**src/rtl/bram1_arbiter.sv**
```systemverilog
// -----------------------------------------------------------------------------
// bram1_arbiter
//   Shares one single-port BRAM1 memory between two requesters (A and B).
//   Each side uses a REQ/ACK handshake; ACK is combinational and pulses in the
//   cycle the request is accepted. The accepted command is registered into a
//   one-stage issue register that drives the memory pins, and the memory's
//   read data is registered one cycle later. Every access (read or write)
//   gets a response exactly two cycles after its ACK. Throughput is one
//   access per cycle.
//
// Configuration macro:
//   BRAM1_ARBITER_RR_EN  defined   -> round-robin on contention (1-bit
//                                     last-served pointer)
//                        undefined -> fixed priority, A always wins
//
// Ports:
//   CLK, RST             clock / asynchronous active-high reset
//   A_REQ/A_WR/A_ADDR/A_DIN   port A command (held until A_ACK)
//   A_ACK                     port A accept (combinational)
//   A_RVALID/A_DOUT           port A response pulse / data
//   B_*                       same as A_* for port B
//   M_ADDR/M_DIN/M_WR         registered memory command
//   M_DOUT                    memory read data (combinational from M_ADDR,
//                             equals M_DIN while M_WR is high)
// -----------------------------------------------------------------------------
module bram1_arbiter #(
  parameter int Waddr = 10,
  parameter int Wdata = 8
) (
  input  logic             CLK,
  input  logic             RST,
  // port A
  input  logic             A_REQ,
  input  logic             A_WR,
  input  logic [Waddr-1:0] A_ADDR,
  input  logic [Wdata-1:0] A_DIN,
  output logic             A_ACK,
  output logic             A_RVALID,
  output logic [Wdata-1:0] A_DOUT,
  // port B
  input  logic             B_REQ,
  input  logic             B_WR,
  input  logic [Waddr-1:0] B_ADDR,
  input  logic [Wdata-1:0] B_DIN,
  output logic             B_ACK,
  output logic             B_RVALID,
  output logic [Wdata-1:0] B_DOUT,
  // memory
  output logic [Waddr-1:0] M_ADDR,
  output logic [Wdata-1:0] M_DIN,
  output logic             M_WR,
  input  logic [Wdata-1:0] M_DOUT
);

  // issue stage
  logic             iss_v_q,  iss_v_d;
  logic             iss_id_q, iss_id_d;   // 0 = A, 1 = B
  logic [Waddr-1:0] m_addr_q, m_addr_d;
  logic [Wdata-1:0] m_din_q,  m_din_d;
  logic             m_wr_q,   m_wr_d;

  // response stage
  logic             rsp_v_q,    rsp_v_d;
  logic             rsp_id_q,   rsp_id_d;
  logic [Wdata-1:0] rsp_data_q, rsp_data_d;

  logic prefer_a;
  logic grant_a;
  logic grant_b;

`ifdef BRAM1_ARBITER_RR_EN
  // 1 = B was served last, so A wins the next contention.
  logic last_b_q, last_b_d;

  always_comb begin
    last_b_d = last_b_q;
    if (grant_b)      last_b_d = 1'b1;
    else if (grant_a) last_b_d = 1'b0;
  end

  always_ff @(posedge CLK or posedge RST) begin
    if (RST) last_b_q <= 1'b1;
    else     last_b_q <= last_b_d;
  end

  assign prefer_a = last_b_q;
`else
  assign prefer_a = 1'b1;
`endif

  // Grant decision. The internal grants feed the issue register directly;
  // while RST is high the registers are held cleared by the async reset, so
  // only the visible ACKs need the explicit reset mask.
  always_comb begin
    grant_a = A_REQ & (~B_REQ | prefer_a);
    grant_b = B_REQ & ~(A_REQ & prefer_a);
  end

  assign A_ACK = grant_a & ~RST;
  assign B_ACK = grant_b & ~RST;

  // Issue stage: capture the winner's command; address/data hold when idle.
  always_comb begin
    iss_v_d  = grant_a | grant_b;
    iss_id_d = grant_b;
    m_addr_d = m_addr_q;
    m_din_d  = m_din_q;
    m_wr_d   = 1'b0;
    if (grant_a) begin
      m_addr_d = A_ADDR;
      m_din_d  = A_DIN;
      m_wr_d   = A_WR;
    end else if (grant_b) begin
      m_addr_d = B_ADDR;
      m_din_d  = B_DIN;
      m_wr_d   = B_WR;
    end
  end

  // Response stage: writes also respond, M_DOUT then mirrors M_DIN.
  always_comb begin
    rsp_v_d    = iss_v_q;
    rsp_id_d   = iss_id_q;
    rsp_data_d = rsp_data_q;
    if (iss_v_q) rsp_data_d = M_DOUT;
  end

  always_ff @(posedge CLK or posedge RST) begin
    if (RST) begin
      iss_v_q    <= 1'b0;
      iss_id_q   <= 1'b0;
      m_addr_q   <= '0;
      m_din_q    <= '0;
      m_wr_q     <= 1'b0;
      rsp_v_q    <= 1'b0;
      rsp_id_q   <= 1'b0;
      rsp_data_q <= '0;
    end else begin
      iss_v_q    <= iss_v_d;
      iss_id_q   <= iss_id_d;
      m_addr_q   <= m_addr_d;
      m_din_q    <= m_din_d;
      m_wr_q     <= m_wr_d;
      rsp_v_q    <= rsp_v_d;
      rsp_id_q   <= rsp_id_d;
      rsp_data_q <= rsp_data_d;
    end
  end

  assign M_ADDR   = m_addr_q;
  assign M_DIN    = m_din_q;
  assign M_WR     = m_wr_q;

  assign A_RVALID = rsp_v_q & ~rsp_id_q;
  assign B_RVALID = rsp_v_q &  rsp_id_q;
  assign A_DOUT   = rsp_data_q;
  assign B_DOUT   = rsp_data_q;

endmodule

```
**config.mk**
```make
export PLATFORM = sky130hd
export DESIGN_NAME = bram1_arbiter
export DESIGN_NICKNAME = d
export VERILOG_FILES = /design/src/rtl/bram1_arbiter.sv
export SDC_FILE = /design/constraint.sdc
export NUM_CORES = 1
export LEC_CHECK = 0
export BUFFER_PORTS_ARGS = -buffer_cell sky130_fd_sc_hd__clkbuf_2
export CORE_MARGIN = 4
export CORE_UTILIZATION = 41
export DETAILED_ROUTE_END_ITERATION = 16
export HOLD_SLACK_MARGIN = 0.03
export PLACE_DENSITY = 0.78
export SLEW_MARGIN = 10
export SYNTH_ARGS = -nofsm -noshare
export SYNTH_HDL_FRONTEND = slang
export SYNTH_SLANG_ARGS = --single-unit
```
**constraint.sdc**
```tcl
create_clock -name CLK -period 1.8 [get_ports CLK]
set_clock_uncertainty 0.05 [all_clocks]
set_input_delay 0.27 -clock CLK [delete_from_list [all_inputs] [get_ports CLK]]
set_output_delay 0.27 -clock CLK [all_outputs]
set_load 0.01 [all_outputs]
```
==> results of run 1 <==
cell families after synthesis:
family | share of synthesized area
flops | 0.567
compound gates | 0.0723
buf+inv | 0.0833
mux | 0.198
simple gates | 0.0796
flip-flops by register name, indices dropped and copies added, names as in the netlist:
| signal | cells |
|---|---|
| iss_id_q | 1 |
| rsp_id_q | 1 |
| M_ADDR | 10 |
| M_WR | 1 |
| A_DOUT | 8 |
| iss_v_q | 1 |
| rsp_v_q | 1 |
| M_DIN | 8 |
what timing repair did:
item                                    CTS  global route
endpoints found under the setup margin    0             0
endpoints found under the hold margin    31             0
hold buffers                              1             0
path summary, 6_finish.rpt:
check	start	end	slack [ns]	cells after the start
worst min-delay path	A_DIN[5]	M_DIN[5]	0.11	3
worst min register to register	iss_id_q	rsp_id_q	0.30	0
worst max register to register	iss_v_q	A_DOUT[0]	0.72	1
max in group asynchronous	RST	M_ADDR[7]	0.87	4
min in group asynchronous	RST	M_DIN[7]	0.55	4
worst max-delay path	RST	B_ACK	0.24	5
cell usage in the layout, fill, tap and decap left out, types with 2 or more instances in the layout:
master,n
and2_1,2
buf_4,4
clkbuf_2,88
clkbuf_4,5
dfrtp_1,31
mux2_2,8
mux2i_1,18
nand2_1,18
nor2b_1,2
o21ai_1,18
layer usage:
metal | GRT usage | up-vias | part of all wire
li1 | - | 554 | -
met2 | 0.254 | 55 | 0.51
met1 | 0.137 | 484 | 0.37
met5 | 0 | - | 0
met4 | 0.0855 | 0 | 0.022
met3 | 0.0427 | 5 | 0.096
metrics by stage:
step                      setup WS, ns  total power [mW]   util  std cells  cell area [um2]
after detailed placement         0.610              1.10  0.570        237             1780
after CTS                        0.255              1.51  0.591        245             1850
after global placement           0.628              1.09  0.570        237             1780
final                            0.243              1.47  0.591        245             1850
after global routing             0.221              1.57  0.591        245             1850
after floorplan                  0.269             0.974      -        116             1370
power by group:
part | total [mW] | internal (mW) | switching (mW) | leakage (nW)
registers | 0.789 | 0.754 | 0.0343 | 0.369
logic | 0.292 | 0.148 | 0.144 | 0.619
clock network | 0.392 | 0.181 | 0.211 | 0.0341
total | 1.47 | 1.08 | 0.390 | 1.02
critical path, cell delays in order:
cell and delay (ns):
dlygate4sd3_1 0.54, clkbuf_2 0.11, inv_1 0.06, and2_1 0.12, clkbuf_2 0.13
cell type report:
cell class                 instances  area, um2  share of cell area
clock buffer                       6       51.3              0.0277
clock inverter                     1       5.00             0.00271
inverter                           1       3.75             0.00203
multi-input combinational         69        478               0.258
sequential                        31        776               0.419
tap                               44       55.1              0.0298
timing repair buffer              93        480               0.260
==> results.py, run 1 <==
metrics = {
    "floorplan": {
        "num_rows": 20,
        "start_util": 0.437,
        "die_h_um": 65.8,
        "core-area_um2": 3130,
        "die_w_um": 65.8,
        "io_pins": 89,
        "fp.dieArea_um2": 4320,
    },
    "logic_synthesis": {
        "synth_edf_count": 0,
        "ys_warn_count": 0,
        "ys_ff_latch": 31,
        "async_reset_ff_frac": 1.00,
        "synth-main-ff-cell": "dfrtp_1",
        "ys_seq_area_frac": 0.567,
        "ys_types": 15,
        "yosysTopAreaCellShare": 0.567,
        "netlist_instances": 116,
        "syn_area_um2": 1370,
        "synth.most_common_cell": "dfrtp_1",
        "syn_nets": 166,
        "synth_common_cells": "dfrtp_1 (31), mux2i_1 (18), nand2_1 (18), o21ai_1 (18), buf_4 (10)",
        "postSynthAreaPerCell_um2": 11.8,
        "yosys.area.top_type": "dfrtp_1",
        "yosys-top-cells-area": "dfrtp_1 (57%), mux2i_1 (13%), o21ai_1 (6.6%)",
    },
    "detailed_routing": {
        "routed_wl_um": 2870,
        "vias": 1098,
        "drt_first_iter_violations": 20,
        "ant_nets": 0,
        "wl_per_cell_um": 11.7,
        "dr.pass1.iters": 4,
        "vias_per_cell": 4.48,
        "drc": 0,
    },
    "global_routing": {
        "grt_pass1_wl_um": 4500,
        "grt_antenna_before_repair": 0,
        "grt-ovfl-total": 0,
        "grt_max_degree": 38,
        "grt_pass1_vias": 1017,
        "grt_util_all_layers": 0.140,
    },
    "timing": {
        "rsz0062_at_grt": "false",
        "fin_crit_sh": 0.865,
        "drv_slew": 0,
        "slew_headroom": 0.753,
        "tns_ns": 0,
        "period_needed_ns": 1.56,
        "finalHoldViolations": 0,
        "fmax_mhz": 642,
        "tightest_slew_ns": 0.371,
        "hold_ws_ns": 0.105,
        "setup_viol": 0,
    },
    "power_and_ir_drop": {
        "ir_drop_mv": 0.384,
        "power.density_nw_per_um2": 796,
        "p_leak_nw": 1.02,
    },
    "worst_setup_path": {
        "start_kind": "input pin",
        "worstSetupPathType": "input pin to output port",
        "cp.arrival_ns": 1.24,
        "crit_required_ns": 1.48,
        "crit_fanout": 2,
        "critPathCaptureType": "output port",
    },
    "clocking": {
        "htreeDepth": 2,
        "cts_tree": "yes",
        "cts_setup_buffers": 0,
        "clk_path_buf_depth": 2,
        "clkTransAtPathRegs_ns": 0.09,
        "numCtsBuffers": 5,
        "cts.sinks": 31,
        "clock_latency_ns": 0.31,
        "cts-root-buf": "clkbuf_4",
        "cts_resized": 0,
    },
    "finish": {
        "drive_gt1_frac": 0.537,
        "nFillCells": 285,
        "fin_nets": 251,
        "syn_to_final_growth_pct": 35.2,
        "diodes": 0,
    },
    "placement": {
        "portBuffers": 88,
        "place_hpwl_um": 2300,
        "gp_congestion": 0.702,
    },
    "hold_path": {
        "hp-class": "input pin to flop",
    },
    "run": {
        "drv_cap": 0,
    },
    "status": {
        "run_status": "completed",
    },
}
(Power assumes the default switching activity.)
==> run 2: changes to the inputs <==
--- a/config.mk
+++ b/config.mk
@@ -7,10 +7,9 @@
 export LEC_CHECK = 0
 export BUFFER_PORTS_ARGS = -buffer_cell sky130_fd_sc_hd__clkbuf_2
 export CORE_MARGIN = 4
-export CORE_UTILIZATION = 41
+export CORE_UTILIZATION = 24
 export DETAILED_ROUTE_END_ITERATION = 16
 export HOLD_SLACK_MARGIN = 0.03
-export PLACE_DENSITY = 0.78
 export SLEW_MARGIN = 10
 export SYNTH_ARGS = -nofsm -noshare
 export SYNTH_HDL_FRONTEND = slang
==> results.py, run 2 (synthesized netlist as in run 1, its figures left out) <==
metrics = {
    "placement": {
        "portBuffers": 88,
        "place_hpwl_um": 2390,
        "gp_congestion": 0.699,
        "pre_cts_slack_ns": 0.482,
        "placedCellCount": 264,
    },
    "detailed_routing": {
        "vias_per_cell": 4.03,
        "ant_nets": 0,
        "drt_first_iter_violations": 30,
        "vias": 1096,
        "drc": 0,
        "dr.pass1.iters": 2,
        "routed_wl_um": 3040,
        "wl_per_cell_um": 11.2,
    },
    "finish": {
        "syn_to_final_growth_pct": 38.9,
        "fin_nets": 249,
        "diodes": 0,
        "stdcell_count": 272,
        "layout_commonest_cell": "clkbuf_2",
        "layout_common_cells": "clkbuf_2 (88), dfrtp_1 (31), mux2i_1 (18), nand2_1 (18), o21ai_1 (18)",
        "largest_reg_flops": 10,
        "drive_gt1_frac": 0.540,
    },
    "clocking": {
        "clk_path_buf_depth": 2,
        "cts_resized": 0,
        "cts_tree": "yes",
        "cts-root-buf": "clkbuf_8",
        "htreeDepth": 2,
        "cts.sinks": 31,
        "cts_setup_buffers": 0,
        "numCtsBuffers": 5,
        "cts_hold_buf": 0,
        "clkTransAtPathRegs_ns": 0.07,
        "clock_latency_ns": 0.27,
    },
    "worst_setup_path": {
        "r2r-start": "iss_v_q",
        "critPathCaptureType": "output port",
        "startpoint": "B_REQ",
        "crit_required_ns": 1.48,
        "path_common_cell": "clkbuf_2",
        "reg2reg_to": "A_DOUT[6]",
        "max_stage_delay_ns": 0.21,
        "crit_fanout": 8,
        "worstSetupPathType": "input pin to output port",
        "ff2ff_setup_slack_ns": 0.70,
        "critPathCapture": "B_ACK",
        "ff2ff_path_depth": 1,
        "start_kind": "input pin",
        "crit_chain": "clkbuf_2 -> and2b_4 -> and2_1 -> clkbuf_2",
        "crit_path_top_delay_cell": "and2b_4",
        "cp.arrival_ns": 0.94,
    },
    "global_routing": {
        "grt-ovfl-total": 0,
        "grt_max_degree": 39,
        "grt_antenna_before_repair": 0,
        "grt_util_all_layers": 0.0915,
        "grt_pass1_wl_um": 5200,
        "grt_pass1_vias": 1135,
    },
    "timing": {
        "tns_ns": 0,
        "period_needed_ns": 1.26,
        "hold_ws_ns": 0.0293,
        "fmax_mhz": 792,
        "setup_viol": 0,
        "slew_headroom": 0.744,
        "drv_slew": 0,
        "finalHoldViolations": 0,
        "setup_slack_ns": 0.538,
        "rsz0062_at_grt": "false",
        "tightest_slew_ns": 0.384,
        "fin_crit_sh": 0.701,
    },
    "power_and_ir_drop": {
        "p_leak_nw": 1.02,
        "power_mw": 1.60,
        "ir_drop_mv": 0.272,
        "power.density_nw_per_um2": 844,
    },
    "hold_path": {
        "hp-class": "input pin to asynchronous set/reset pin",
    },
    "floorplan": {
        "core-area_um2": 5510,
        "die_h_um": 83.5,
        "num_rows": 27,
        "fp.dieArea_um2": 6970,
        "start_util": 0.248,
        "die_w_um": 83.5,
        "io_pins": 89,
    },
    "run": {
        "drv_cap": 0,
    },
    "status": {
        "run_status": "completed",
    },
}
==> run 2: cell types whose count changed in the layout (fill, tap and decap cells not counted) <==
cell / previous run / this run
clkbuf_4: 5 / 0
clkbuf_8: 1 / 5
clkinvlp_4: 0 / 2
buf_4: 4 / 3
dlygate4sd3_1: 1 / 0
==> run 2: through the flow <==
| stage | area, um2 | utilization |
|---|---|---|
| final | 1900 | 0.345 |
| after global routing | 1900 | 0.345 |
| after detailed placement | 1810 | 0.329 |
| after floorplan | 1370 | - |
| after CTS | 1900 | 0.345 |
| after global placement | 1810 | 0.329 |
==> run 2: layout make-up <==
type	count	area, um2
clock buffer	5	68.8
clock inverter	3	20.0
fill	574	3610
inverter	1	3.75
multi-input combinational	69	478
sequential	31	776
tap	72	90.1
timing repair buffer	91	463
==> run 2: critical path: cells and delay by family <==
| kind | cells | cell delay, ns |
|---|---|---|
| buffers and inverters | 2 | 0.30 |
| AND/OR/NAND/NOR | 2 | 0.36 |
==> run 2: report_power, final <==
part / switching, mW / total (mW) / internal, mW / leakage [nW]
combinational: 0.142 / 0.287 / 0.145 / 0.610
sequential: 0.0367 / 0.792 / 0.756 / 0.369
clock: 0.255 / 0.523 / 0.268 / 0.0402
==> run 2: how the worst min path moves through the flow <==
stage / startpoint / end / slack, ns / cells after the start
floorplan: iss_id_q / rsp_id_q / 0.28 / 0
global placement: iss_id_q / rsp_id_q / 0.30 / 0
detailed placement: iss_id_q / rsp_id_q / 0.29 / 0
CTS: RST / M_ADDR[3] / 0.03 / 3
global route: RST / M_DIN[5] / 0.08 / 3
finish: RST / M_DIN[5] / 0.03 / 3
==> run 2: layer usage <==
layer,wire length (um),up-vias,GRT usage
met2,1430,55,0.152
met4,20,0,0.0263
met1,1290,490,0.110
li1,-,546,-
met3,307,5,0.0355
met5,0,-,0
